File: config.mk
export PLATFORM = sky130hd
export DESIGN_NAME = mux_stream_rr
export DESIGN_NICKNAME = d
export VERILOG_FILES = /design/src/rtl/mux_stream_rr.sv
export SDC_FILE = /design/constraint.sdc
export NUM_CORES = 1
export LEC_CHECK = 0
export CELL_PAD_IN_SITES_DETAIL_PLACEMENT = 0
export CELL_PAD_IN_SITES_GLOBAL_PLACEMENT = 1
export CORE_ASPECT_RATIO = 0.6
export CORE_UTILIZATION = 33
export CTS_BUF_LIST = sky130_fd_sc_hd__clkbuf_4
export CTS_CLUSTER_SIZE = 14
export DETAILED_ROUTE_END_ITERATION = 8
export PLACE_DENSITY = 0.76
export SYNTH_ARGS = -nofsm -noshare
export SYNTH_HDL_FRONTEND = slang
export SYNTH_SLANG_ARGS = --single-unit
File: constraint.sdc
create_clock -name clk -period 4.36 [get_ports clk]
set_input_delay 0.436 -clock clk [delete_from_list [all_inputs] [get_ports clk]]
set_output_delay 0.436 -clock clk [all_outputs]
set_load 0.03 [all_outputs]
File: src/rtl/mux_stream_rr.sv
// rtl/mux_stream_rr.sv - INS:1 valid/ready stream mux with fixed or round-robin select
module mux_stream_rr #(
  parameter int INS   = 5,
  parameter int WIDTH = 8,
  parameter int SW    = $clog2(INS)
) (
  input  logic                 clk,
  input  logic                 rst_n,
  input  logic [INS*WIDTH-1:0] in_data,
  input  logic [INS-1:0]       in_valid,
  output logic [INS-1:0]       in_ready,
  input  logic                 mode,
  input  logic [SW-1:0]        s,
  output logic [WIDTH-1:0]     out_data,
  output logic                 out_valid,
  output logic [SW-1:0]        out_sel,
  input  logic                 out_ready
);

  logic             load;
  logic [INS-1:0]   grant;
  logic             found;
  int               j;
  logic             gany;
  logic [SW-1:0]    gidx;
  logic [WIDTH-1:0] gdata;
  logic [SW-1:0]    ptr;

  // One-hot grant: fixed select, or first valid channel starting at ptr with wraparound
  always_comb begin
    grant = '0;
    found = 1'b0;
    j     = 0;
    if (!mode) begin
      if (int'(s) < INS) grant[s] = in_valid[s];
    end else begin
      for (int i = 0; i < INS; i++) begin
        j = int'(ptr) + i;
        if (j >= INS) j = j - INS;
        if (!found && in_valid[j]) begin
          grant[j] = 1'b1;
          found    = 1'b1;
        end
      end
    end
  end

  // Encode the granted channel's index and pick its data word
  always_comb begin
    gany  = |grant;
    gidx  = '0;
    gdata = '0;
    for (int k = 0; k < INS; k++) begin
      if (grant[k]) begin
        gidx  = SW'(k);
        gdata = in_data[k*WIDTH +: WIDTH];
      end
    end
  end

  assign load     = ~out_valid | out_ready;
  assign in_ready = {INS{load}} & grant;

  // Output register stage and round-robin pointer; ptr moves past every served channel
  always_ff @(posedge clk or negedge rst_n) begin
    if (!rst_n) begin
      out_valid <= 1'b0;
      out_data  <= '0;
      out_sel   <= '0;
      ptr       <= '0;
    end else if (load) begin
      if (gany) begin
        out_valid <= 1'b1;
        out_data  <= gdata;
        out_sel   <= gidx;
        ptr       <= (gidx == SW'(INS - 1)) ? '0 : gidx + 1'b1;
      end else begin
        out_valid <= 1'b0;
      end
    end
  end

endmodule

==> impl_metrics.py <==
metrics = {
    "placed_design": {
        "preCtsSetupSlack_ns": 0.0449,
        "portBuffers": 68,
        "dp_hpwl_um": 8960,
        "gp_congestion": 0.952,
        "placed_cell_area_um2": 3690,
        "placedCellCount": 536,
    },
    "timing": {
        "worst_slew_pin_slew_ns": 0.688,
        "tns_ns": 0,
        "finalHoldViolations": 0,
        "max_freq_mhz": 237,
        "max-slew-margin-rel_pct": 54.0,
        "fin_crit_ns": 4.22,
        "final-setup-viol-count": 0,
        "period_share_pct": 96.7,
        "slew_violations": 0,
        "setup_slack_ns": 0.142,
        "skew_ns": 0.00639,
    },
    "final_layout": {
        "diodes": 0,
        "stdcell_area_um2": 3920,
        "layout-drive-gt1-share_pct": 22.8,
        "instances_no_fill": 555,
        "fillers": 740,
        "final_net_count": 517,
        "area_delta_synth_final_pct": 47.2,
    },
    "synthesis": {
        "ys_async_sr_fraction_pct": 100,
        "syn_avg_cell_area_um2": 7.62,
        "ys_warn_count": 0,
        "synth_fp_nets": 415,
        "syn_area_um2": 2670,
        "synth_flop_cell": "dfrtp_1",
        "ys_seq_area_share_pct": 14.1,
        "synth-seq-cells": 15,
        "synth_cell_type_count": 74,
        "synth_edf_count": 0,
        "synth_top_area_share_pct": 14.1,
        "synth_common_cells": "nor2_1 (26), inv_1 (24), o21ai_0 (20)",
        "synthTopCellsByArea": "dfrtp_1 (14%), ha_1 (5.6%), o21ai_0 (3.8%)",
        "yosysMostFrequentCell": "nor2_1",
        "synthCells": 350,
        "synth_top_area_cell": "dfrtp_1",
    },
    "clocking": {
        "cts_max_level": 1,
        "path_clk_slew_ns": 0.09,
        "cts_buffers": 3,
        "cts.sinks": 15,
        "clkLatencyLatePin_ns": 0.28,
        "clock_tree.buffer_depth": 2,
        "cts-root-buf": "clkbuf_4",
        "cts_tree": "done",
    },
    "power": {
        "leakage_nw": 1.61,
        "power_per_cell_area_nw_per_um2": 950,
        "p_total_mw": 3.73,
        "peakVddDrop_uv": 581,
    },
    "global_routing": {
        "grt.met3_usage_pct": 3.34,
        "grt_pass1_wl_um": 16800,
        "antenna_found_initial": 0,
        "grt_pass1_vias": 3007,
        "grt_most_used_layer": "met1",
        "overflow": 0,
        "globalRouteMet2Util_pct": 36.1,
        "grt_start_max_net_pins": 34,
        "grt_usage_pct": 25.4,
        "met1_usage_pct": 40.8,
    },
    "worst_hold_path": {
        "hold_path_class": "reg -> reg",
    },
    "floorplan": {
        "die_area_um2": 8450,
        "die_width_um": 118,
        "die_y_um": 71.6,
        "start_util_pct": 35.4,
        "num_rows": 24,
        "coreArea_um2": 7540,
        "ioPinCount": 69,
    },
    "drt": {
        "routed_wl_um": 11100,
        "drtAntennaViolNets": 0,
        "vias": 3264,
        "dr.pass1.iters": 5,
        "drc": 0,
        "drt-initial-drc-count": 305,
        "detail_route.vias_per_cell": 5.88,
        "wire_per_inst_um": 20.0,
    },
    "run_status": {
        "status": "finished clean",
    },
    "critical_path": {
        "worstPathArrival_ns": 4.38,
        "cp-end-kind": "flop",
        "critPathMaxFanout": 33,
        "worstPathRequired_ns": 4.52,
        "cp-start-kind": "flop",
        "critPathKind": "reg -> reg",
    },
    "flow_run": {
        "maxCapViolCount": 0,
    },
}
[final timing paths]
check	from	endpoint	slack [ns]	cells past startpoint
worst max-delay path	ptr[0]	out_data[6]	0.14	13
worst min-delay path	out_data[2]	out_data[2]	0.50	1
worst max register to register	ptr[0]	out_data[6]	0.14	13
worst min register to register	out_data[2]	out_data[2]	0.50	1
max in group asynchronous	rst_n	ptr[0]	3.35	1
min in group asynchronous	rst_n	out_data[7]	0.57	1
[layout by cell type (no fill, tap or decap), drive strengths merged, types with 14 or more instances in the layout]
cell and instances:
buf 57, a211oi 14, inv 25, clkdlybuf4s50 63
nor2 26, a21oi 22, nor3 14, o21ai 21
dfrtp 15, nand2 15
[kinds of logic (layout without fill, tap and decap cells)]
family	after synthesis	after routing	synth area share, %
compound gates	129	129	36.8
fa+ha+maj	13	13	6.38
xor+xnor	6	6	1.97
mux	21	21	8.59
simple gates	116	116	23.8
buf+inv	50	151	8.40
flops	15	15	14.1
[routing by layer]
layer | wire length [um] | share of wire (%)
met1 | 5630 | 51
met5 | 0 | 0
met2 | 4580 | 41
met4 | 19 | 0.17
met3 | 866 | 7.8
[flip-flops by register name, indices dropped and copies added (netlist names)]
name and cells:
out_data 8, out_sel 3, ptr 3, out_valid 1
[layout make-up]
type | count | area, um2 | area share, %
sequential | 15 | 375 | 9.57
clock inverter | 1 | 5.00 | 0.128
clock buffer | 3 | 22.5 | 0.574
timing repair buffer | 121 | 1090 | 27.8
multi-input combinational | 285 | 2200 | 56.0
inverter | 26 | 100 | 2.55
tap | 104 | 130 | 3.32
[power by group]
group / internal [mW] / total (mW) / switching [mW] / leakage [nW]
sequential: 0.205 / 0.245 / 0.0401 / 0.187
clock: 0.0340 / 0.0765 / 0.0425 / 0.0177
combinational: 1.50 / 3.41 / 1.90 / 1.41
total: 1.74 / 3.73 / 1.98 / 1.61
[metrics by stage]
step / hold WS, ns / utilization (%)
after floorplan: 0.140 / -
after global routing: 0.526 / 52.1
after detailed placement: 0.477 / 49.0
final: 0.501 / 52.1
after global placement: 0.472 / 49.0
after CTS: 0.507 / 49.5
[worst max-delay path, stage by stage (launching register included)]
cell	delay, ns
dfrtp_1	0.43
buf_12	0.19
ha_1	0.32
or3_1	0.39
o211ai_1	0.33
mux2i_1	0.32
a21oi_2	0.13
o211ai_1	0.15
o211ai_1	0.12
or3_1	0.41
or3_4	0.40
o41ai_4	0.46
inv_4	0.13
mux2_1	0.34
[timing repair]
| item | 4_1_cts | 5_1_grt |
|---|---|---|
| buffers inserted | 0 | 15 |
| setup endpoints to repair | 2 | 17 |
| pin swaps | 0 | 8 |
| gates resized for setup | 4 | 25 |
| hold buffers | 0 | 0 |
No activity file was read; power rests on OpenSTA's default activity.
